===== src/rtl/ball_handoff_sequencer.sv =====
// rtl/ball_handoff_sequencer.sv - two-board ball handoff sequencer
//
// Watches the local ball until it leaves the right edge or the local player
// misses, snapshots the ball into the I2C transmit frame, fires the I2C
// master, waits for the ack (with optional resends), then waits for the
// peer's frame and either reloads the ball locally or declares the win.
//
// Optional feature macro: HANDOFF_RETRY_EN (resend on ack timeout, up to
// MAX_RETRY times; without it the first timeout fails the handoff).
//
// Ports:
//   clk_25MHZ, reset_n           clock, asynchronous active-low reset
//   game_start                   level, starts/restarts a match (rising edge aborts)
//   game_over_local              level, local player missed
//   ball_x/ball_y, is_ball_moving_right, ball_vy, gravity_counter, ball_speed
//                                local ball state
//   is_i2c_master_done           pulse, transfer acked
//   rx_valid, slv_reg0..5        pulse + peer frame from the I2C slave
//   ball_send_trigger            pulse, start the I2C master
//   tx_*                         registered transmit frame
//   ball_load, load_*            pulse + received ball state
//   local_ball_active            high in PLAY
//   responsing_i2c               high in SEND and WAIT_ACK
//   is_you_win, send_fail        sticky flags
//   state_dbg                    encoded state
module ball_handoff_sequencer #(
    parameter int SCREEN_W    = 640,
    parameter int SCREEN_H    = 480,
    parameter int TIMEOUT_CYC = 25000,
    parameter int MAX_RETRY   = 3
) (
    input  logic       clk_25MHZ,
    input  logic       reset_n,
    input  logic       game_start,
    input  logic       game_over_local,
    input  logic [9:0] ball_x,
    input  logic [9:0] ball_y,
    input  logic       is_ball_moving_right,
    input  logic [7:0] ball_vy,
    input  logic [1:0] gravity_counter,
    input  logic [7:0] ball_speed,
    input  logic       is_i2c_master_done,
    input  logic       rx_valid,
    input  logic [7:0] slv_reg0_y0,
    input  logic [7:0] slv_reg1_y1,
    input  logic [7:0] slv_reg2_Yspeed,
    input  logic [7:0] slv_reg3_gravity,
    input  logic [7:0] slv_reg4_ballspeed,
    input  logic [7:0] slv_reg5_win_flag,
    output logic       ball_send_trigger,
    output logic [7:0] tx_y0,
    output logic [7:0] tx_y1,
    output logic [7:0] tx_yspeed,
    output logic [7:0] tx_gravity,
    output logic [7:0] tx_ballspeed,
    output logic [7:0] tx_win_flag,
    output logic       ball_load,
    output logic [9:0] load_y,
    output logic [7:0] load_vy,
    output logic [1:0] load_gravity,
    output logic [7:0] load_speed,
    output logic       local_ball_active,
    output logic       responsing_i2c,
    output logic       is_you_win,
    output logic       send_fail,
    output logic [2:0] state_dbg
);

    typedef enum logic [2:0] {
        S_IDLE     = 3'd0,
        S_PLAY     = 3'd1,
        S_SEND     = 3'd2,
        S_WAIT_ACK = 3'd3,
        S_REMOTE   = 3'd4,
        S_LOAD     = 3'd5,
        S_WIN      = 3'd6
    } state_t;

    localparam logic [9:0]  EXIT_X       = 10'(SCREEN_W - 1);
    localparam logic [9:0]  Y_MAX        = 10'(SCREEN_H - 1);
    localparam logic [14:0] TIMEOUT_LAST = 15'(TIMEOUT_CYC - 1);

    state_t      state, next_state;
    logic        game_start_q;
    logic        loss_flag;
    logic [14:0] timeout_cnt;
    logic        start_rise, exit_hit, timeout_hit, retry_left;
    logic        trigger_d, responsing_d, active_d, load_d;
    logic [9:0]  rx_y;

    // Only the low two bits of these peer registers carry information.
    wire unused_rx_bits = &{1'b0, slv_reg1_y1[7:2], slv_reg3_gravity[7:2]};

    assign start_rise  = game_start && !game_start_q;
    assign exit_hit    = is_ball_moving_right && (ball_x >= EXIT_X);
    assign timeout_hit = (timeout_cnt == TIMEOUT_LAST);
    assign rx_y        = {slv_reg1_y1[1:0], slv_reg0_y0};

`ifdef HANDOFF_RETRY_EN
    logic [1:0] retry_cnt;

    assign retry_left = (retry_cnt < 2'(MAX_RETRY));

    always_ff @(posedge clk_25MHZ or negedge reset_n) begin
        if (!reset_n) begin
            retry_cnt <= 2'd0;
        end else if (next_state == S_PLAY) begin
            retry_cnt <= 2'd0;
        end else if (state == S_WAIT_ACK && next_state == S_SEND) begin
            retry_cnt <= retry_cnt + 2'd1;
        end
    end
`else
    // No resend hardware: always false for any legal MAX_RETRY.
    assign retry_left = (MAX_RETRY < 0);
`endif

    // State register
    always_ff @(posedge clk_25MHZ or negedge reset_n) begin
        if (!reset_n) state <= S_IDLE;
        else          state <= next_state;
    end

    // Next-state logic; a restart edge outranks everything else in the
    // active states, and a miss outranks an exit.
    always_comb begin
        next_state = state;
        case (state)
            S_IDLE:     if (game_start) next_state = S_PLAY;
            S_PLAY: begin
                if (start_rise)                        next_state = S_IDLE;
                else if (game_over_local || exit_hit)  next_state = S_SEND;
            end
            S_SEND:     next_state = start_rise ? S_IDLE : S_WAIT_ACK;
            S_WAIT_ACK: begin
                if (start_rise)              next_state = S_IDLE;
                else if (is_i2c_master_done) next_state = loss_flag ? S_IDLE : S_REMOTE;
                else if (timeout_hit)        next_state = retry_left ? S_SEND : S_IDLE;
            end
            S_REMOTE: begin
                if (start_rise)    next_state = S_IDLE;
                else if (rx_valid) next_state = (slv_reg5_win_flag != 8'd0) ? S_WIN : S_LOAD;
            end
            S_LOAD:     next_state = start_rise ? S_IDLE : S_PLAY;
            S_WIN:      if (game_start) next_state = S_PLAY;
            default:    next_state = S_IDLE;
        endcase
    end

    // Output decode; the values are registered below so every output is a flop.
    always_comb begin
        trigger_d    = (next_state == S_SEND);
        responsing_d = (next_state == S_SEND) || (next_state == S_WAIT_ACK);
        active_d     = (next_state == S_PLAY);
        load_d       = (state == S_LOAD) && (next_state == S_PLAY);
    end

    always_ff @(posedge clk_25MHZ or negedge reset_n) begin
        if (!reset_n) begin
            ball_send_trigger <= 1'b0;
            responsing_i2c    <= 1'b0;
            local_ball_active <= 1'b0;
            ball_load         <= 1'b0;
            state_dbg         <= 3'd0;
        end else begin
            ball_send_trigger <= trigger_d;
            responsing_i2c    <= responsing_d;
            local_ball_active <= active_d;
            ball_load         <= load_d;
            state_dbg         <= next_state;
        end
    end

    // Frames, timeout counter and sticky flags
    always_ff @(posedge clk_25MHZ or negedge reset_n) begin
        if (!reset_n) begin
            game_start_q <= 1'b0;
            loss_flag    <= 1'b0;
            timeout_cnt  <= 15'd0;
            is_you_win   <= 1'b0;
            send_fail    <= 1'b0;
            tx_y0        <= 8'd0;
            tx_y1        <= 8'd0;
            tx_yspeed    <= 8'd0;
            tx_gravity   <= 8'd0;
            tx_ballspeed <= 8'd0;
            tx_win_flag  <= 8'd0;
            load_y       <= 10'd0;
            load_vy      <= 8'd0;
            load_gravity <= 2'd0;
            load_speed   <= 8'd0;
        end else begin
            game_start_q <= game_start;

            if (next_state == S_PLAY && (state == S_IDLE || state == S_WIN)) begin
                is_you_win <= 1'b0;
                send_fail  <= 1'b0;
                loss_flag  <= 1'b0;
            end

            if (state == S_PLAY && next_state == S_SEND) begin
                loss_flag    <= game_over_local;
                tx_win_flag  <= game_over_local ? 8'h01 : 8'h00;
                tx_y0        <= ball_y[7:0];
                tx_y1        <= {6'b0, ball_y[9:8]};
                tx_yspeed    <= ball_vy;
                tx_gravity   <= {6'b0, gravity_counter};
                tx_ballspeed <= ball_speed;
            end

            if (state == S_SEND) begin
                timeout_cnt <= 15'd0;
            end else if (state == S_WAIT_ACK && timeout_cnt != 15'h7FFF) begin
                timeout_cnt <= timeout_cnt + 15'd1;
            end

            if (state == S_WAIT_ACK && !start_rise && !is_i2c_master_done
                && timeout_hit && !retry_left) begin
                send_fail <= 1'b1;
            end

            if (state == S_REMOTE && !start_rise && rx_valid) begin
                if (slv_reg5_win_flag != 8'd0) begin
                    is_you_win <= 1'b1;
                end else begin
                    load_y       <= (rx_y > Y_MAX) ? Y_MAX : rx_y;
                    load_vy      <= slv_reg2_Yspeed;
                    load_gravity <= slv_reg3_gravity[1:0];
                    load_speed   <= slv_reg4_ballspeed;
                end
            end
        end
    end

endmodule

===== config.mk =====
export PLATFORM = sky130hd
export DESIGN_NAME = ball_handoff_sequencer
export DESIGN_NICKNAME = d
export VERILOG_FILES = /design/src/rtl/ball_handoff_sequencer.sv
export SDC_FILE = /design/constraint.sdc
export NUM_CORES = 1
export LEC_CHECK = 0
export CORE_MARGIN = 2
export CORE_UTILIZATION = 35
export DETAILED_ROUTE_END_ITERATION = 7
export GPL_ROUTABILITY_DRIVEN = 0
export PLACE_DENSITY_LB_ADDON = 0.25
export SETUP_SLACK_MARGIN = 0.5
export SKIP_LAST_GASP = 1
export SYNTH_ARGS = -nofsm -noshare
export SYNTH_HDL_FRONTEND = slang
export SYNTH_SLANG_ARGS = --single-unit

===== constraint.sdc =====
create_clock -name clk_25MHZ -period 5.5 [get_ports clk_25MHZ]
set_input_delay 1.1 -clock clk_25MHZ [delete_from_list [all_inputs] [get_ports clk_25MHZ]]
set_output_delay 1.1 -clock clk_25MHZ [all_outputs]
set_load 0.01 [all_outputs]

# Yosys cells after proc, flatten, opt, wreduce, memory -nomap -nowiden
# Index checks and enable logic that the tools add are counted.
dict set report classes {
  addsub 1
  order_cmp 2
  eq_ne 11
  n_mux 23
  bitwise_logic 1
  reduce_logical 24
}
# cell count
set op_table {}
lappend op_table {{$mux 15} 2}
lappend op_table {{$mux 3} 9}
lappend op_table {{$pmux 3 s6} 1}
lappend op_table {{$add 15x1->15 const B} 1}
lappend op_table {{$eq 15x15->1 const B} 1}
lappend op_table {{$ne 15x15->1 const B} 1}
lappend op_table {{$eq 3x2->1 const B} 4}
lappend op_table {{$logic_and 1x1->1} 11}
lappend op_table {{$ge 10x10->1 const B} 1}
lappend op_table {{$gt 10x9->1 const B} 1}
lappend op_table {{$mux 10} 1}
lappend op_table {{$eq 3x3->1 const B} 3}
lappend op_table {{$mux 1} 8}
lappend op_table {{$reduce_bool 8->1} 1}
lappend op_table {{$eq 3x1->1 const B} 2}
lappend op_table {{$reduce_bool 2->1} 3}
lappend op_table {{$mux 2} 2}
lappend op_table {{$logic_not 1->1} 3}
lappend op_table {{$logic_not 3->1} 1}
lappend op_table {{$logic_or 1x1->1} 3}
lappend op_table {{$reduce_and 2->1} 1}
lappend op_table {{$reduce_or 2->1} 1}
lappend op_table {{$not 1->1} 1}
dict set report totals {
  ff_bits 90
  in_bits 93
  out_inout_bits 85
  elab_cells 82
}

# Logic depth before layout (Yosys ltp)
# Gate-level depths: netlist of the first run.
dict set report logic_depth {
  ltp_word 11
  depth_mapped 8
}

# Worst setup path after synthesis of the first run
# OpenSTA, ideal clock, no wires.
dict set report synth_path {
  path_kind {in2reg}
  from {input port slv_reg5_win_flag[5]}
  to {register load_vy[2]}
  setup_time_ns 0.127
  arrival_ns 2.529
  required_ns 5.373
  setup_slack_ns 2.844
  cell_stages 6
  n_path_buf 2
  path_cell_list {or4_1 -> nor2_1 -> and2_1 -> buf_2 -> buf_4 -> mux2_1}
}
dict set report synth_via {
  elab_chain_cells 3
}
# item line
set synth_lines {}
lappend synth_lines {{start, declared} 49} ;# input logic [7:0] slv_reg5_win_flag,
lappend synth_lines {{$reduce_bool 8->1} 223} ;# if (slv_reg5_win_flag != 8'd0) begin
lappend synth_lines {{$not 1->1 (no line)} -}
lappend synth_lines {{$reduce_and 2->1 (no line)} -}
lappend synth_lines {{end signal, assigned} 227} ;# load_vy <= slv_reg2_Yspeed;
lappend synth_lines {{end, declared} 59} ;# output logic [7:0] load_vy,
# No other way between the ends.
# A chain may end at the register's enable or synchronous reset.

# Worst setup path in the final report of the first run
dict set report layout_path {
  from {input port game_start}
  to {register load_y[8]}
}
dict set report layout_via {
  elab_chain_cells 5
}
# item line
set layout_lines {}
lappend layout_lines {{start, declared} 34} ;# input logic game_start,
lappend layout_lines {{$logic_and 1x1->1} 94} ;# assign start_rise = game_start && !game_start_q;
lappend layout_lines {{$logic_not 1->1} 222} ;# if (state == S_REMOTE && !start_rise && rx_valid) begin
lappend layout_lines {{$logic_and 1x1->1 (2 in a row)} 222}
lappend layout_lines {{$reduce_and 2->1 (no line)} -}
lappend layout_lines {{end signal, assigned} 226} ;# load_y <= (rx_y > Y_MAX) ? Y_MAX : rx_y;
lappend layout_lines {{end, declared} 58} ;# output logic [9:0] load_y,
# No other way between the ends.

==> impl_metrics.ini, run 1 <==
[global_route]
grt_max_degree = 84
grt_pass1_wl_mm = 13.8
overflow = 0
grt_busiest_layer = met2
grt_pass1_vias = 2876
gr-usage-all-layers = 0.158
antenna_found_initial = 0
use_met1 = 0.178
grtUsageMet2 = 0.247
grt_util_met3 = 0.0852

[setup_path]
critical_path_class = in2reg
path_cells = clkdlybuf4s50_1 > nor2b_1 > nor4b_1 > and2_1 > buf_4 > nor2_1 > a21oi_1
crit_fanout = 25
worstReg2RegStart = state_dbg[1]
critPathMaxStageDelay_ps = 880
ff2ff_path_depth = 6
rr_endpoint = load_y[8]
cp_slowest_cell = and2_1
cp-start-kind = primary input
cp_top_family = simple AND/OR/NAND/NOR gates
cp_num_buf_inv = 2
cp_data_required_time_ps = 5780
rrSetupSlack_ps = 3000
worst_ep_arrival_time_ps = 3570
worstSetupEndpointType = flip-flop

[logic_synthesis]
ys_seq_elements = 83
synth_common_cells = dfrtp_1 (83), mux2_2 (45), nor2_1 (29)
synthFlopType = dfrtp_1
syn_area_um2 = 3680
yosys.area.top_type_share = 0.565
async_reset_ff_frac = 1.00
ys_seq_area_frac = 0.565
ys_top_cells_by_area = dfrtp_1 (56%), mux2_2 (14%), buf_4 (4.1%), nor2_1 (3.0%), nand2_1 (2.2%)
yosysMostFrequentCell = dfrtp_1
synth_area_per_cell_um2 = 11.9
ys_warn_count = 0
yosys.area.top_type = dfrtp_1
synth_edf_count = 0
synthCells = 310
yosysUniqueCellTypes = 46

[pwr]
p_total_uw = 2040
p_seq_frac = 0.411
max-vdd-ir-drop_mv = 0.262
power.switching_uw = 580
switching_share = 0.284
p_clk_frac = 0.252
internal-power_uw = 1460
power_density_nw_per_um2 = 376
p_leak_uw = 0.00238
p_comb_frac = 0.337

[clocking]
cts_resized = 0
cts_sinks = 83
path_clk_slew_ps = 80
clock_latency_ps = 360
clockBufferDepth = 2
cts_hold_buf = 0
cts-root-buf = clkbuf_8
h-tree-depth = 3
cts_setup_buffers = 0
cts_tree = done
cts_buffers = 9

[placed_design]
hpwl_mm = 6.32
place_inst = 582
io_buffer_count = 146
place_area_um2 = 5190

[final_layout]
n_antenna_cell = 0
instances_no_fill = 598
area_delta_synth_final_pct = 47.7
fin_area_um2 = 5430
drive_above_1_share = 0.152
nets = 551
final-seq-area_um2 = 2080
multiInputGateArea_um2 = 1460
final.fill_count = 927

[routing]
drtPass1Iterations = 4
wl_per_cell_um = 14.2
vias = 2802
route.detailed.drc = 0
drt_iter0_drc = 70
drt_wl_total_mm = 8.50
drt-vias-per-instance = 4.69
ant_nets = 0

[timing]
tns_ps = 0
setup_viol = 0
hold_violations = 0
fin_crit_ps = 3280
clock_skew_ps = 9.98
rsz0062_at_grt = false
tightest_slew_ps = 1050
max_freq_ghz = 0.305
fin_crit_sh = 0.597
drv_slew = 0
slew_headroom = 0.301

[die]
die_w_um = 107
initial_core_util = 0.358
die_h_um = 107
core_region_area_um2 = 10300
ios = 178
die_area_um2 = 11300
fp-row-count = 37

[worst_hold_path]
min_to = is_you_win
min_delay_path_depth = 2
min-delay-path-class = reg2reg
hold_start = is_you_win

[job]
maxCapViolations = 0

[outcome]
status = complete, no violations
-- layer usage --
layer	up-vias	wire length, um
met5	-	0
met2	126	3950
li1	1343	-
met3	9	1020
met1	1324	3390
met4	0	145
-- tightest hold or removal path, delay by kind of cell, from the launching register on --
| kind | cells | cell delay [ps] |
|---|---|---|
| flip-flops | 1 | 360 |
| AND/OR/NAND/NOR | 2 | 110 |
-- sequential cells by signal, summed over array words and instances (netlist names), 2 cells and up --
name and cells:
load_speed 8, tx_y0 8, timeout_cnt 15, load_vy 8, load_gravity 2, state_dbg 3
tx_ballspeed 8, tx_y1 2, tx_yspeed 8, load_y 10, tx_gravity 2
-- worst max path at each step --
| stage | startpoint | endpoint | cells past startpoint |
|---|---|---|---|
| floorplan | slv_reg5_win_flag[5] | load_vy[2] | 6 |
| global placement | game_start | local_ball_active | 6 |
| detailed placement | game_start | load_y[8] | 7 |
| CTS | game_start | load_y[8] | 7 |
| global route | game_start | load_y[8] | 7 |
| finish | game_start | load_y[8] | 7 |
-- through the flow --
stage | setup slack (ps) | hold WS, ps | utilization
global placement | 1800 | 465 | 0.505
detailed placement | 1770 | 472 | 0.505
CTS | 2160 | 503 | 0.528
global route | 1940 | 522 | 0.528
finish | 2220 | 501 | 0.528
floorplan | 2840 | 457 | -
-- cells by family after synthesis --
kind of cell,after synthesis,synth area share
flops,83,0.565
compound gates,31,0.0514
simple gates,105,0.158
mux,51,0.154
xor+xnor,4,0.00953
buf+inv,34,0.0575
other cells,1,0.00102
fa+ha+maj,1,0.00340
-- final cells by class --
type	count	area share
Sequential cell	83	0.382
Tap cell	136	0.0313
Timing Repair Buffer	148	0.271
Multi-Input combinational cell	211	0.268
Inverter	4	0.00276
Clock buffer	13	0.0311
Clock inverter	3	0.0127
-- cells in the final DEF, fill, tap and decap left out, drive strengths merged, types with 2 or more instances in the layout --
cell	n
nor4	2
buf	3
a21o	2
clkbuf	13
a31oi	3
nor2	29
clkdlybuf4s50	145
nand3	8
conb	19
inv	4
nor4b	2
nand4	8
xnor2	3
nand4b	2
nand2	22
dfrtp	83
or4	4
nor3	6
o21ai	9
mux2i	5
and3	4
a21oi	12
bufinv	2
nand3b	3
nor2b	3
mux2	46
nand2b	5
-- power by group through the flow --
stage,clock (uW),combinational [uW],sequential (uW)
floorplan,0,275,892
global placement,0,690,847
detailed placement,0,697,853
CTS,534,701,842
global route,562,745,862
finish,515,689,840
No activity file was read; power rests on OpenSTA's default activity.
==> inputs of run 2 (changes only) <==
Clock period 5.5 ns to 2.7 ns, I/O delays scaled along.
==> impl_metrics.ini, run 2 (synthesis results as in run 1) <==
[outcome]
status = complete, no violations

[clocking]
clock_latency_ps = 360
cts_setup_buffers = 0
cts_buffers = 9
cts_tree = done
path_clk_slew_ps = 90
cts_sinks = 83
cts-root-buf = clkbuf_8
clockBufferDepth = 2
cts_hold_buf = 0
h-tree-depth = 3

[final_layout]
instances_no_fill = 604
fin_area_um2 = 5490
n_antenna_cell = 0
mostFrequentLayoutCells = clkdlybuf4s50_1 (144), dfrtp_1 (82), mux2_2 (45), nor2_1 (29), nand2_1 (22)
nets = 557
area_delta_synth_final_pct = 49.2
drive_above_1_share = 0.171
top_regs = timeout_cnt: 15 flops, load_y: 10 flops
top_register = timeout_cnt
final.fill_count = 935
final_common_cell = clkdlybuf4s50_1
largest_reg_flops = 15
multiInputGateArea_um2 = 1470
final-seq-area_um2 = 2080

[die]
die_h_um = 107
ios = 178
core_region_area_um2 = 10300
die_w_um = 107
die_area_um2 = 11300
fp-row-count = 37
initial_core_util = 0.358

[pwr]
p_seq_frac = 0.432
p_clk_frac = 0.211
internal-power_uw = 2780
power_density_nw_per_um2 = 725
power.switching_uw = 1190
p_comb_frac = 0.358
max-vdd-ir-drop_mv = 0.533
p_leak_uw = 0.00242
switching_share = 0.300

[routing]
drt-vias-per-instance = 4.64
drt_wl_total_mm = 8.77
ant_nets = 0
wl_per_cell_um = 14.5
drt_iter0_drc = 99
drtPass1Iterations = 4
route.detailed.drc = 0
vias = 2804

[timing]
fin_crit_ps = 2140
slew_headroom = 0.541
fin_crit_sh = 0.794
max_freq_ghz = 0.466
whs_ps = 211
tns_ps = 0
setup_slack_ps = 555
rsz0062_at_grt = true
drv_slew = 0
hold_violations = 0
setup_viol = 0
tightest_slew_ps = 688
clock_skew_ps = 11.1

[placed_design]
place_inst = 587
hpwl_mm = 6.53
io_buffer_count = 146
place_area_um2 = 5260
place_ws_ps = 153

[global_route]
grt_pass1_vias = 3052
grt_max_degree = 53
gr-usage-all-layers = 0.164
overflow = 0
grt_pass1_wl_mm = 14.5
antenna_found_initial = 0

[setup_path]
worstReg2RegStart = timeout_cnt[3]
critical_path_class = in2reg
path_cells = clkdlybuf4s50_1 > or4_1 > nor2_1 > and2_2 > buf_12 > mux2_2
cp-start-kind = primary input
cp_data_required_time_ps = 2940
worst_ep_arrival_time_ps = 2380
cp_slowest_cell = or4_1
critPathMaxStageDelay_ps = 560
cp_num_buf_inv = 2
rr_endpoint = local_ball_active
cp_top_family = simple AND/OR/NAND/NOR gates
worstSetupEndpointType = flip-flop
ff2ff_path_depth = 5
rrSetupSlack_ps = 730
crit_fanout = 14

[worst_hold_path]
min-delay-path-class = in2async

[job]
maxCapViolations = 0
## run 2: how the worst max path moves through the flow
stage,from,endpoint,slack (ps),cells after the start
after global routing,slv_reg5_win_flag[4],load_y[3],490,8
after global placement,slv_reg5_win_flag[4],load_vy[6],180,6
final,slv_reg5_win_flag[4],load_speed[4],560,6
after CTS,slv_reg5_win_flag[4],load_speed[4],540,6
after detailed placement,slv_reg5_win_flag[4],load_speed[4],150,6
after floorplan,slv_reg5_win_flag[5],load_vy[2],600,6
## run 2: metal layers
layer | wire length, um | global-route usage | vias up
met2 | 4100 | 0.263 | 114
met4 | 109 | 0.0501 | 0
li1 | - | - | 1352
met1 | 3660 | 0.193 | 1328
met3 | 896 | 0.0809 | 10
met5 | 0 | 0 | -
## run 2: final cells by class
cell class              count  area share
flip-flops and latches     83       0.379
well taps                 136      0.0310
clock buffers              11      0.0276
repair buffers            154       0.285
clock inverters             5     0.00638
multi-input cells         211       0.269
inverters                   4     0.00274
## run 2: through the flow
| stage | util | total power (uW) |
|---|---|---|
| after floorplan | - | 2380 |
| after global placement | 0.511 | 3140 |
| after detailed placement | 0.511 | 3160 |
| after CTS | 0.530 | 4030 |
| after global routing | 0.534 | 4240 |
| final | 0.534 | 3980 |
## run 2: power by group through the flow
stage	clock network (uW)	registers, uW	logic (uW)
after floorplan	0	1820	559
after global placement	0	1730	1420
after detailed placement	0	1730	1430
after CTS	875	1710	1440
after global routing	927	1760	1550
final	838	1720	1420
## run 2: worst register-to-register path: cells and delay by family (launching register included)
family | cells | cell delay, ps
AND/OR/NAND/NOR | 4 | 1170
AO/OA/AOI/OAI | 1 | 250
flip-flops | 1 | 450
## run 2: repair_timing
| action | in CTS | in global routing |
|---|---|---|
| hold endpoints to repair | 0 | 0 |
| setup endpoints to repair | 0 | 54 |
| resized for setup | 0 | 5 |
==> RTL edit, RTL diff (flow settings as in run 2) <==
Remove the register `ball_load`: a continuous assignment takes its place, so the output `ball_load` follows one clock earlier.
--- a/src/rtl/ball_handoff_sequencer.sv
+++ b/src/rtl/ball_handoff_sequencer.sv
@@ -162,3 +162,2 @@
             local_ball_active <= 1'b0;
-            ball_load         <= 1'b0;
             state_dbg         <= 3'd0;
@@ -168,3 +167,2 @@
             local_ball_active <= active_d;
-            ball_load         <= load_d;
             state_dbg         <= next_state;
@@ -172,2 +170,4 @@
     end
+
+    assign ball_load = load_d;
 
Function: changed (a bounded check fails within 10 cycles, from zero or initial values and one cycle with reset_n low).
==> RTL edit against run 2 <==
- synthesized area shrank 0.68%
- sequential cell count fell by 1
- worst setup slack improved by 24 ps
- critical endpoint is now load_speed[5]
- critical path type unchanged
- wire length increased by 2.0%
- power up 2.0%
- cell area is 0.48% lower
==> RTL edit: results (changes against run 2) <==
synth cell count leaders=dfrtp_1 (82), mux2_2 (45), nor2_1 (29), nand2_1 (22), buf_4 (20); top post-synthesis cells by area=dfrtp_1 (56%), mux2_2 (14%), buf_4 (4.1%); Reg-to-Reg Start=timeout_cnt[3]; vias in the first global route=3,041 (-0.36%); CP max stage cell=or4_1; first-pass GRT wire length=14,660 um (+1.4%); postcts setup bufs=0 (unchanged); CP startpoint=slv_reg5_win_flag[5]; initial antenna violation count=0 (unchanged); final wirelength=8944 um (+2.0%); WL/cell=14.83 um (+2.2%); Fillers=919 (-1.7%); IR drop worst, VDD=493.2 uV (-7.5%); initial DRC count=112 (+13%); sequential share of power=0.420 (-0.012); root buf cell=clkbuf_8; Via Count=2,851 (+1.7%); syn_area_per_cell=11.82 sq um (-0.36%); Nets=556 (-0.18%); Synth cell types=46 (unchanged); crit-path max cell delay=580 ps (+20 ps); CP max FO=29 (+15); layout cells sized above 1=0.1713 (+0.0003660); Critical path destination=load_speed[5]; post-synthesis sequential area ratio=0.5616 (-0.002982); Pleak=0.002395 uW (-0.91%); outcome=finished clean; WHS=216.9 ps (+6.113 ps); Tot GR Track Use=0.1645 (+0.0007607); DPL Wire Length=6625 um (+1.5%)
## RTL edit: cell types whose count changed in the layout (fill, tap and decap cells not counted), sizes merged
cell,change
clkinvlp,+1
buf,+1
bufinv,+1
dlymetal6s2s,-1
dfrtp,-1
clkinv,-2
## RTL edit: metrics by stage
| stage | utilization | setup WS [ps] | power, uW | instance area (sq um) |
|---|---|---|---|---|
| 6_report | 0.5338 | 579.4 | 4057 | 5461 |
| 5_1_grt | 0.5338 | 496.2 | 4293 | 5461 |
| 4_1_cts | 0.5341 | 447.6 | 4109 | 5464 |
| 3_5_place_dp | 0.5133 | 89.41 | 3167 | 5251 |
| 3_3_place_gp | 0.5133 | 146.3 | 3136 | 5251 |
| 2_1_floorplan | - | 603.7 | 2361 | 3721 |
## RTL edit: cell families after synthesis
group,Yosys count,share of synthesized area
AOI/OAI and AO/OA,31,0.05171
and+or+nand+nor,105,0.1592
buffers and inverters,34,0.05787
xor gates and xnor gates,4,0.009591
muxes,51,0.1555
DFF,82,0.5616
other,1,0.001026
adders and majority gates,1,0.003424
## RTL edit: timing repair
action                                  4_1_cts  5_1_grt
cloned                                        0        0
gates resized for setup                       4        2
endpoints found under the setup margin       21       18
## RTL edit: area by class of cell
| class | count | area share |
|---|---|---|
| Clock buffer | 11 | 0.02589 |
| Clock inverter | 5 | 0.01145 |
| Inverter | 4 | 0.002749 |
| Multi-Input combinational cell | 211 | 0.2690 |
| Sequential cell | 82 | 0.3757 |
| Tap cell | 136 | 0.03116 |
| Timing Repair Buffer | 154 | 0.2841 |
## RTL edit: layer usage
layer  track usage  vias up  wire, um  share of wire
met1        0.1889     1371      3545           0.40
met4       0.04323        0       112          0.013
met3       0.07480       12       910           0.10
met2        0.2779      111      4376           0.49
li1              -     1357         -              -
met5             0        -         0              0
